`src/rtl/pulse_train_arbiter.sv`:
```
// pulse_train_arbiter
//   Shares one pulse_generator between REQS requesters. A winner is picked
//   round-robin, its period/count are latched, the generator is restarted for
//   one cycle (LOAD), enabled while pulses are counted (RUN), and a one-cycle
//   done strobe is returned to the owner (DONE).
//
// Ports
//   clk        system clock
//   rst        asynchronous active-high reset
//   req        level request per requester
//   period     flat REQS*N tick periods, slice i for requester i
//   count      flat REQS*CW pulse counts, slice i for requester i
//   grant      one-hot owner, zero when idle
//   done       one-cycle completion strobe to the owner
//   busy       high while a train is being handled (LOAD/RUN/DONE)
//   pulse_out  generator pulse forwarded to the owner, only during RUN
//   gen_rst    generator reset (arbiter reset or LOAD)
//   gen_ena    generator enable (RUN)
//   gen_ticks  generator period
//   gen_out    generator output pulse
module pulse_train_arbiter #(
    parameter int N    = 7,
    parameter int REQS = 2,
    parameter int CW   = 8
) (
    input  logic              clk,
    input  logic              rst,
    input  logic [REQS-1:0]   req,
    input  logic [REQS*N-1:0] period,
    input  logic [REQS*CW-1:0] count,
    output logic [REQS-1:0]   grant,
    output logic [REQS-1:0]   done,
    output logic              busy,
    output logic              pulse_out,
    output logic              gen_rst,
    output logic              gen_ena,
    output logic [N-1:0]      gen_ticks,
    input  logic              gen_out
);

    localparam int IW = (REQS > 1) ? $clog2(REQS) : 1;

    typedef enum logic [1:0] {
        ST_IDLE = 2'd0,
        ST_LOAD = 2'd1,
        ST_RUN  = 2'd2,
        ST_DONE = 2'd3
    } state_t;

    state_t          state_r;
    state_t          state_nxt_s;
    logic [IW-1:0]   owner_r;
    logic [IW-1:0]   last_r;
    logic [REQS-1:0] grant_r;
    logic [CW-1:0]   remaining_r;
    logic [N-1:0]    ticks_r;

    logic [IW-1:0]   win_idx_s;
    logic [IW-1:0]   cand_idx_s;
    logic            win_found_s;
    logic [REQS-1:0] win_onehot_s;
    logic [N-1:0]    win_period_s;
    logic [N-1:0]    win_period_clamped_s;
    logic [CW-1:0]   win_count_s;
    logic            owner_req_s;
    int              cand_s;

    // Round-robin search starting just after the last served requester.
    always_comb begin
        win_found_s = 1'b0;
        win_idx_s   = '0;
        cand_s      = 0;
        cand_idx_s  = '0;
        for (int k = 1; k <= REQS; k++) begin
            cand_s = int'(last_r) + k;
            if (cand_s >= REQS) begin
                cand_s = cand_s - REQS;
            end else begin
                cand_s = cand_s;
            end
            cand_idx_s = IW'(cand_s);
            if (!win_found_s && req[cand_idx_s]) begin
                win_found_s = 1'b1;
                win_idx_s   = cand_idx_s;
            end else begin
                win_found_s = win_found_s;
            end
        end
    end

    // Winner's parameters; periods below 2 would stall or free-run the generator.
    always_comb begin
        win_onehot_s = {{(REQS-1){1'b0}}, 1'b1} << win_idx_s;
        win_period_s = period[int'(win_idx_s)*N +: N];
        win_count_s  = count[int'(win_idx_s)*CW +: CW];
        if (win_period_s < N'(2)) begin
            win_period_clamped_s = N'(2);
        end else begin
            win_period_clamped_s = win_period_s;
        end
    end

    assign owner_req_s = req[owner_r];

    // State register.
    always_ff @(posedge clk or posedge rst) begin
        if (rst) begin
            state_r <= ST_IDLE;
        end else begin
            state_r <= state_nxt_s;
        end
    end

    // Next-state logic; an owner dropping req in RUN aborts straight to IDLE.
    always_comb begin
        state_nxt_s = state_r;
        case (state_r)
            ST_IDLE: begin
                if (win_found_s) state_nxt_s = ST_LOAD;
                else             state_nxt_s = ST_IDLE;
            end
            ST_LOAD: begin
                if (remaining_r == '0) state_nxt_s = ST_DONE;
                else                   state_nxt_s = ST_RUN;
            end
            ST_RUN: begin
                if (!owner_req_s)                               state_nxt_s = ST_IDLE;
                else if (gen_out && (remaining_r <= CW'(1)))    state_nxt_s = ST_DONE;
                else                                            state_nxt_s = ST_RUN;
            end
            ST_DONE: state_nxt_s = ST_IDLE;
            default: state_nxt_s = ST_IDLE;
        endcase
    end

    // Grant, owner, latched train parameters and the remaining pulse counter.
    always_ff @(posedge clk or posedge rst) begin
        if (rst) begin
            owner_r     <= '0;
            last_r      <= IW'(REQS - 1);
            grant_r     <= '0;
            remaining_r <= '0;
            ticks_r     <= '0;
        end else begin
            case (state_r)
                ST_IDLE: begin
                    if (win_found_s) begin
                        owner_r     <= win_idx_s;
                        grant_r     <= win_onehot_s;
                        ticks_r     <= win_period_clamped_s;
                        remaining_r <= win_count_s;
                    end
                end
                ST_RUN: begin
                    if (!owner_req_s) begin
                        grant_r     <= '0;
                        last_r      <= owner_r;
                        remaining_r <= '0;
                    end else if (gen_out && (remaining_r != '0)) begin
                        remaining_r <= remaining_r - CW'(1);
                    end
                end
                ST_DONE: begin
                    grant_r <= '0;
                    last_r  <= owner_r;
                end
                default: begin
                    grant_r <= grant_r;
                end
            endcase
        end
    end

    // grant is one-hot on the owner, so it doubles as the done mask.
    assign grant     = grant_r;
    assign done      = (state_r == ST_DONE) ? grant_r : '0;
    assign busy      = (state_r != ST_IDLE);
    assign gen_ena   = (state_r == ST_RUN);
    assign pulse_out = gen_out & (state_r == ST_RUN);
    assign gen_rst   = rst | (state_r == ST_LOAD);
    assign gen_ticks = ticks_r;

endmodule

```
`config.mk`:
```
export PLATFORM = sky130hd
export DESIGN_NAME = pulse_train_arbiter
export DESIGN_NICKNAME = d
export VERILOG_FILES = /design/src/rtl/pulse_train_arbiter.sv
export SDC_FILE = /design/constraint.sdc
export NUM_CORES = 1
export LEC_CHECK = 0
export CORE_MARGIN = 1
export CORE_UTILIZATION = 49
export DETAILED_ROUTE_END_ITERATION = 10
export MAX_ROUTING_LAYER = met4
export PLACE_DENSITY = 0.95
export SYNTH_ARGS = -nofsm -noshare
export SYNTH_HDL_FRONTEND = slang
export SYNTH_SLANG_ARGS = --single-unit
```
`constraint.sdc`:
```
create_clock -name clk -period 5.15 [get_ports clk]
set_clock_uncertainty 0.15 [all_clocks]
set_input_delay 1.2875 -clock clk [delete_from_list [all_inputs] [get_ports clk]]
set_output_delay 1.2875 -clock clk [all_outputs]
set_load 0.02 [all_outputs]
```
==> results.cfg, run 1 <==
[power]
powerDensity_mw_per_mm2 = 516
combPwrFrac_pct = 57.5
switching_share_pct = 46.2
cellLeakagePower_nw = 0.811
p_seq_share_pct = 34.3
vdd_drop_max_uv = 503
power.net_switching_uw = 469
intPower_uw = 546
p_clk_share_pct = 8.2

[floorplanning]
core_mm2 = 0.00278
fp.dieW_um = 56.3
dieArea_mm2 = 0.00317
io_pins = 50
rows = 19
die_y_um = 56.3
initial_core_util_pct = 52.0

[synth]
yosys_warnings = 0
synth_top_area_share_pct = 34.6
syn_avg_cell_area_um2 = 9.45
yosysMostFrequentCell = dfrtp_1
synth_xor_area_share_pct = 0
ys.flop_type = dfrtp_1
synthCells = 153
synth_compound_area_share_pct = 19.0
synthAdderAreaFrac_pct = 2.60
yosys.area_share.simple_pct = 23.0
ys_ff_latch = 21
yosys-mux-area-fraction_pct = 13.6
synth_top_family_by_area = simple AND/OR/NAND/NOR gates
seq_area_frac_synth_pct = 36.5
ys_types = 54
syn_area_mm2 = 0.00145
synth_edf_count = 0
synth.area.top_cells = dfrtp_1, mux2i_1, nor2_1, nand2_1, ha_1
synth_top_area_cell = dfrtp_1
synthTopCellsByCount = dfrtp_1, mux2i_1, nor2_1
async_reset_ff_share_pct = 100
syn-num-nets = 191

[sta]
maxSlewHeadroom_pct = 34.9
tightest_slew_ps = 971
fin_crit_ps = 4080
setup_violations = 0
clock.fmax_mhz = 245
rsz0062_at_grt = false
hold_viol_final = 0
final_max_slew_viol_count = 0
tns_ps = 0
period_share_pct = 79.3

[worst_setup_path]
arrival_ps = 2650
critPathRequiredTime_ps = 3710
critPathTopFamily = buffers and inverters
reg2reg_from = remaining_r[1]$_DFFE_PP0P_
slowest_delay_ps = 600
rr_worst_depth = 6
crit_path_cell_trace = clkdlybuf4s50_1 -> and2_1 -> clkdlybuf4s50_1
timing.rr.end = remaining_r[1]$_DFFE_PP0P_
timing.reg2reg.setup_slack_ps = 2820
cp.buffers_inverters = 2
criticalPathCategory = input port to output port
start_kind = input port
critical_path.startpoint = gen_out
cp_slowest_cell = clkdlybuf4s50_1
path_max_fanout = 8
worst_path_most_repeated_cell = clkdlybuf4s50_1
crit_path_end_kind = output port

[place]
placedCellCount = 228
gp_congestion = 0.911
dpl-instance-area_mm2 = 0.00194
portBuffers = 49
hpwl_mm = 2.93

[drt]
vias_per_cell = 6.09
vias = 1412
drt-wirelength-per-cell_um = 16.7
ant_nets = 0
drc = 0
firstDrtPassIters = 4
routed_wl_mm = 3.87
drt_iter0_drc = 60

[job]
maxCapViolations = 0

[grt]
grt_use_total_pct = 27.2
overflow = 0
grt_max_degree = 22
grt_pass1_wl_mm = 6.53
antenna_found_initial = 0
grt_pass1_vias = 1443

[hold_path]
hold_end = gen_ticks[2]$_DFFE_PP0P_
hold_path_depth = 2
hold_class = flop to flop
min_from = gen_ticks[2]$_DFFE_PP0P_

[layout]
design_area_mm2 = 0.00197
layout-drive-gt1-share_pct = 8.96
layout.cells.non_filler = 232
ff_latch_area_um2 = 527
final_nets = 240
multi_input_area_um2 = 841
fillers = 198
num_antenna_cells = 0
fin_util_pct = 70.8
area_growth_pct = 36.2

[clocking]
clk_pin_slew_ps = 110
worstSkewPairLatency_ps = 320
root_buffer = clkbuf_4
postCtsHoldBufs = 0
htree_levels = 1
cts_resized = 0
postCtsSetupRepairBufs = 0
cts.sink_count = 21
cts_tree = yes
numCtsBuffers = 3
clk_path_buf_depth = 2

[outcome]
status = finished, final reports clean
stage by stage:
stage	power, mW	worst slack (ps)	hold slack [ps]
floorplan	0.714	1680	338
global placement	0.905	1090	320
detailed placement	0.925	1070	324
CTS	1.01	1080	351
global route	1.08	1040	403
finish	1.01	1070	345
power groups by stage:
stage,combinational [mW],sequential (mW),clock [mW]
4_1_cts,0.582,0.345,0.0851
2_1_floorplan,0.361,0.352,0
6_report,0.583,0.348,0.0835
3_5_place_dp,0.576,0.349,0
5_1_grt,0.632,0.362,0.0911
3_3_place_gp,0.559,0.345,0
final cells by class:
type                    instances  area share [%]
inverters                       8            1.53
multi-input cells             117            42.7
clock buffers                   4            1.34
flip-flops and latches         21            26.8
repair buffers                 51            25.7
well taps                      31            1.97
placed cells by master (no fill, tap or decap), types with 2 or more instances in the layout:
master	synthesis	final
or3_1	2	2
o22ai_1	5	5
and3_1	3	3
nor4_1	3	3
o21ai_1	3	3
a21oi_1	3	3
nand3_1	2	2
inv_1	7	7
mux2_2	2	2
nand2b_1	2	2
mux2i_1	14	14
o31ai_1	2	2
dfrtp_1	20	20
nor2_1	13	13
o32ai_1	2	2
clkdlybuf4s50_1	0	49
nand2_1	12	12
nor3_1	7	7
clkbuf_4	0	3
a32oi_1	2	2
ha_1	3	3
a22o_1	2	2
buf_4	1	2
mux2_1	3	3
o21ai_0	6	6
routing by layer:
layer | vias up | wire length, um | GRT usage, % | part of all wire, %
met3 | 9 | 235 | 3.00 | 6.1
met2 | 69 | 1890 | 43.5 | 49
met1 | 662 | 1660 | 35.2 | 43
met5 | - | 0 | - | 0
met4 | 0 | 85 | 11.5 | 2.2
li1 | 672 | - | - | -
sequential cells by signal (all words and copies together) (netlist names):
| name | count |
|---|---|
| gen_ticks | 7 |
| last_r | 1 |
| owner_r | 1 |
| state_r | 2 |
| remaining_r | 8 |
| grant | 2 |
logic make-up (layout without fill, tap and decap cells):
family	count (synthesis)	in the layout
AOI/OAI and AO/OA	38	38
adders and majority gates	3	3
buffers and inverters	15	63
DFF	21	21
muxes	19	19
and+or+nand+nor	57	57
worst max-delay path by stage:
stage | end | slack [ps] | cells after the start
floorplan | gen_rst | 1680 | 2
CTS | pulse_out | 1080 | 3
global placement | pulse_out | 1090 | 3
detailed placement | pulse_out | 1070 | 3
global route | pulse_out | 1040 | 3
finish | pulse_out | 1070 | 3
worst register-to-register path, delay by kind of cell (launching register included):
kind,cells,cell delay (ps)
AOI/OAI and AO/OA,2,530
adders and majority gates,1,210
buffers and inverters,1,140
DFF,1,440
muxes,1,370
and+or+nand+nor,1,390
(Power assumes the default switching activity.)
==> run 2, diff against run 1 <==
--- a/config.mk
+++ b/config.mk
@@ -6,10 +6,10 @@
 export NUM_CORES = 1
 export LEC_CHECK = 0
 export CORE_MARGIN = 1
-export CORE_UTILIZATION = 49
+export CORE_UTILIZATION = 45
 export DETAILED_ROUTE_END_ITERATION = 10
 export MAX_ROUTING_LAYER = met4
-export PLACE_DENSITY = 0.95
+export PLACE_DENSITY = 0.89
 export SYNTH_ARGS = -nofsm -noshare
 export SYNTH_HDL_FRONTEND = slang
 export SYNTH_SLANG_ARGS = --single-unit
==> constraint.sdc (replaced) <==
create_clock -name clk -period 4.2 [get_ports clk]
set_clock_uncertainty 0.15 [all_clocks]
set_input_delay 1.05 -clock clk [delete_from_list [all_inputs] [get_ports clk]]
set_output_delay 1.05 -clock clk [all_outputs]
set_load 0.02 [all_outputs]
==> run 2 against run 1 <==
Effect of this change: sequential share of layout area decreased by 0.34 points; non-clock buffer count increased by 1; critical path depth unchanged; register-to-register slack got worse by 790 ps; clock power increased by 20%; sequential power increased by 22%; design area increased by 1.3%; die area increased by 8.6%; global-route usage decreased by 2.9 points; hold slack improved by 3.5 ps; critical path type unchanged; largest power group unchanged.
==> results.cfg, run 2 (synthesized netlist as in run 1, its figures left out) <==
[outcome]
status = finished, final reports clean

[grt]
overflow = 0
grt_use_total_pct = 24.3
grt_pass1_wl_mm = 6.16
grt_pass1_vias = 1355
grt_max_degree = 22
antenna_found_initial = 0

[floorplanning]
fp.dieW_um = 58.7
core_mm2 = 0.00305
die_y_um = 58.7
io_pins = 50
dieArea_mm2 = 0.00344
initial_core_util_pct = 47.3
rows = 20

[layout]
final_common_cell = clkdlybuf4s50_1
layout-drive-gt1-share_pct = 9.90
largest_reg_flops = 8
largest_register = remaining_r
area_growth_pct = 37.9
fillers = 267
num_antenna_cells = 0
mostFrequentLayoutCells = clkdlybuf4s50_1, dfrtp_1, mux2i_1, nor2_1, nand2_1
fin_util_pct = 65.3
final_nets = 241

[worst_setup_path]
arrival_ps = 2400
rr_worst_depth = 6
crit_path_end_kind = output port
critPathRequiredTime_ps = 3000
criticalPathCategory = input port to output port
path_max_fanout = 8
start_kind = input port

[clocking]
postCtsSetupRepairBufs = 0
clk_pin_slew_ps = 120
numCtsBuffers = 3
clk_path_buf_depth = 2
postCtsHoldBufs = 0
cts.sink_count = 21
cts_tree = yes
root_buffer = clkbuf_4
cts_resized = 0
worstSkewPairLatency_ps = 310
htree_levels = 1

[drt]
drc = 0
routed_wl_mm = 3.54
drt_iter0_drc = 63
vias = 1418
vias_per_cell = 5.76
firstDrtPassIters = 5
drt-wirelength-per-cell_um = 14.4
ant_nets = 0

[sta]
clock.fmax_mhz = 278
tightest_slew_ps = 556
rsz0062_at_grt = false
final_max_slew_viol_count = 0
hold_viol_final = 0
setup_violations = 0
maxSlewHeadroom_pct = 62.6
period_share_pct = 85.7
tns_ps = 0
fin_crit_ps = 3600

[power]
powerDensity_mw_per_mm2 = 616
cellLeakagePower_nw = 0.818
vdd_drop_max_uv = 249

[hold_path]
hold_class = flop to flop
hold_path_depth = 2

[place]
hpwl_mm = 2.75
portBuffers = 49
gp_congestion = 0.989

[job]
maxCapViolations = 0
==> run 2: changes by cell type in the layout (fill, tap and decap cells not counted), sizes merged <==
cell	previous run	this run
buf	2	3
clkbuf	4	3
clkinv	0	1
==> run 2: worst max-delay path, cell delays in order <==
cell and delay, ps:
clkdlybuf4s50_1 590, and2_1 160, clkdlybuf4s50_1 590
==> run 2: worst paths after layout <==
check | to | from | slack [ps]
hold / removal | gen_ticks[2]$_DFFE_PP0P_ | gen_ticks[2]$_DFFE_PP0P_ | 350
setup / recovery | pulse_out | gen_out | 600
max in group asynchronous | last_r$_DFFE_PP1P_ | rst | 2650
min in group asynchronous | gen_ticks[5]$_DFFE_PP0P_ | rst | 980
setup reg to reg | remaining_r[0]$_DFFE_PP0P_ | remaining_r[0]$_DFFE_PP0P_ | 2030
hold reg to reg | gen_ticks[2]$_DFFE_PP0P_ | gen_ticks[2]$_DFFE_PP0P_ | 350
==> run 2: stage by stage <==
step / total power [mW] / setup WS, ps / instances / hold WS, ps / instance area (um^2)
after floorplan: 0.875 / 1200 / 153 / 338 / 1450
after global placement: 1.10 / 622 / 242 / 317 / 1970
after detailed placement: 1.13 / 597 / 242 / 330 / 1970
after CTS: 1.23 / 597 / 246 / 358 / 1990
after global routing: 1.33 / 484 / 246 / 376 / 1990
final: 1.23 / 602 / 246 / 349 / 1990
==> run 2: final cells by class <==
type	count	area (um^2)	share of cell area (%)
Timing Repair Buffer	52	513	25.7
Tap cell	44	55.1	2.76
Multi-Input combinational cell	117	841	42.2
Inverter	8	30.0	1.51
Clock buffer	3	22.5	1.13
Sequential cell	21	527	26.4
Clock inverter	1	5.00	0.251
==> run 2: routing by layer <==
metal | GRT usage [%] | up-vias | wire length, um
met5 | - | - | 0
met4 | 9.86 | 0 | 97
met2 | 38.4 | 81 | 1670
met1 | 32.2 | 643 | 1560
li1 | - | 677 | -
met3 | 2.20 | 17 | 219
==> run 2: report_power, final <==
part / internal (mW) / total (mW) / switching, mW
combinational: 0.332 / 0.706 / 0.374
clock: 0.0355 / 0.0999 / 0.0644
sequential: 0.304 / 0.423 / 0.118
==> run 3, diff against run 2 <==
--- a/config.mk
+++ b/config.mk
@@ -10,6 +10,7 @@
 export DETAILED_ROUTE_END_ITERATION = 10
 export MAX_ROUTING_LAYER = met4
 export PLACE_DENSITY = 0.89
+export SKIP_LAST_GASP = 1
 export SYNTH_ARGS = -nofsm -noshare
 export SYNTH_HDL_FRONTEND = slang
 export SYNTH_SLANG_ARGS = --single-unit
==> constraint.sdc (replaced) <==
create_clock -name clk -period 3.41 [get_ports clk]
set_clock_uncertainty 0.15 [all_clocks]
set_input_delay 0.8525 -clock clk [delete_from_list [all_inputs] [get_ports clk]]
set_output_delay 0.8525 -clock clk [all_outputs]
set_load 0.02 [all_outputs]
==> run 3 against run 2 <==
Effect of this change: global-route usage down 0.99 points; sequential power grew 24%; non-clock buffer count up 2; die area unchanged; setup slack got worse by 260 ps; wire length increased by 2.4%; clock power rose by 23%; design area grew 0.75%; via count shrank 2.0%; clock-buffer cell count stayed put; final cell count rose by 0.81%.
==> results.cfg, run 3 (synthesized netlist as in run 1, its figures left out) <==
[drt]
drt-wirelength-per-cell_um = 14.6
drc = 0
ant_nets = 0
vias_per_cell = 5.60
firstDrtPassIters = 4
vias = 1390
routed_wl_mm = 3.63
drt_iter0_drc = 47

[outcome]
status = finished, final reports clean

[layout]
final_nets = 243
fillers = 280
layout.cells.non_filler = 248
layout-drive-gt1-share_pct = 10.8
largest_reg_flops = 8
num_antenna_cells = 0
largest_register = remaining_r
area_growth_pct = 39.0
final_common_cell = clkdlybuf4s50_1
mostFrequentLayoutCells = clkdlybuf4s50_1, dfrtp_1, mux2i_1, nor2_1, nand2_1
fin_util_pct = 65.8

[floorplanning]
dieArea_mm2 = 0.00344
io_pins = 50
die_y_um = 58.7
initial_core_util_pct = 47.3
core_mm2 = 0.00305
rows = 20
fp.dieW_um = 58.7

[clocking]
root_buffer = clkbuf_4
clk_pin_slew_ps = 120
numCtsBuffers = 3
cts.sink_count = 21
htree_levels = 1
postCtsSetupRepairBufs = 0
worstSkewPairLatency_ps = 300
cts_resized = 0
cts_tree = yes
clk_path_buf_depth = 2
postCtsHoldBufs = 0

[power]
cellLeakagePower_nw = 0.828
vdd_drop_max_uv = 329
powerDensity_mw_per_mm2 = 756

[grt]
grt_pass1_vias = 1369
overflow = 0
grt_use_total_pct = 23.3
grt_max_degree = 22
grt_pass1_wl_mm = 5.92
antenna_found_initial = 0

[sta]
maxSlewHeadroom_pct = 69.0
period_share_pct = 90.0
setup_violations = 0
tns_ps = 0
hold_viol_final = 0
clock.fmax_mhz = 326
final_max_slew_viol_count = 0
rsz0062_at_grt = false
tightest_slew_ps = 462
fin_crit_ps = 3070

[worst_setup_path]
arrival_ps = 2070
critPathRequiredTime_ps = 2410
crit_path_end_kind = output port
path_max_fanout = 12
criticalPathCategory = flop to output port
start_kind = flop

[place]
placedCellCount = 244
hpwl_mm = 2.86
gp_congestion = 0.920
portBuffers = 49

[job]
maxCapViolations = 0

[hold_path]
hold_class = flop to flop
## run 3: cell types whose count changed in the layout (fill, tap and decap cells not counted), sizes merged
| cell | before | now |
|---|---|---|
| buf | 3 | 5 |
## run 3: cell type report
cell class | count | area (um^2) | share of cell area, %
inverters | 8 | 30.0 | 1.50
multi-input cells | 117 | 841 | 41.9
clock buffers | 3 | 22.5 | 1.12
well taps | 44 | 55.1 | 2.74
clock inverters | 1 | 5.00 | 0.249
flip-flops and latches | 21 | 527 | 26.2
repair buffers | 54 | 528 | 26.3
## run 3: final timing paths
| check | from | slack [ps] | cells past startpoint | end |
|---|---|---|---|---|
| worst max-delay path | state_r[0]$_DFF_PP0_ | 340 | 4 | pulse_out |
| worst min-delay path | gen_ticks[6]$_DFFE_PP0P_ | 360 | 2 | gen_ticks[6]$_DFFE_PP0P_ |
| worst max register to register | remaining_r[0]$_DFFE_PP0P_ | 1220 | 6 | remaining_r[1]$_DFFE_PP0P_ |
| worst min register to register | gen_ticks[6]$_DFFE_PP0P_ | 360 | 2 | gen_ticks[6]$_DFFE_PP0P_ |
| max in group asynchronous | rst | 2060 | 3 | last_r$_DFFE_PP1P_ |
| min in group asynchronous | rst | 780 | 3 | remaining_r[3]$_DFFE_PP0P_ |
## run 3: per-layer routing
metal / share of wire [%] / wire, um / track usage (%)
met1: 44 / 1580 / 28.7
met2: 49 / 1780 / 40.9
met3: 6.3 / 227 / 2.20
met4: 1.1 / 40 / 6.46
met5: 0 / 0 / -
## run 3: power by group
group | total, mW | internal [mW] | switching (mW)
Combinational | 0.870 | 0.411 | 0.459
Sequential | 0.526 | 0.375 | 0.151
Clock | 0.123 | 0.0437 | 0.0793
## run 3: through the flow
step	cell area [um^2]	hold slack (ps)	setup WS, ps	power [mW]
final	2010	357	342	1.52
after detailed placement	1980	331	369	1.39
after global routing	2010	383	257	1.64
after floorplan	1450	338	805	1.08
after CTS	2010	356	352	1.52
after global placement	1980	316	370	1.36
## run 3: worst max-delay path: stages (launching register included)
cell             delay [ps]
dfrtp_1                 540
nand2b_1                290
inv_2                   200
and2_1                  150
clkdlybuf4s50_1         590
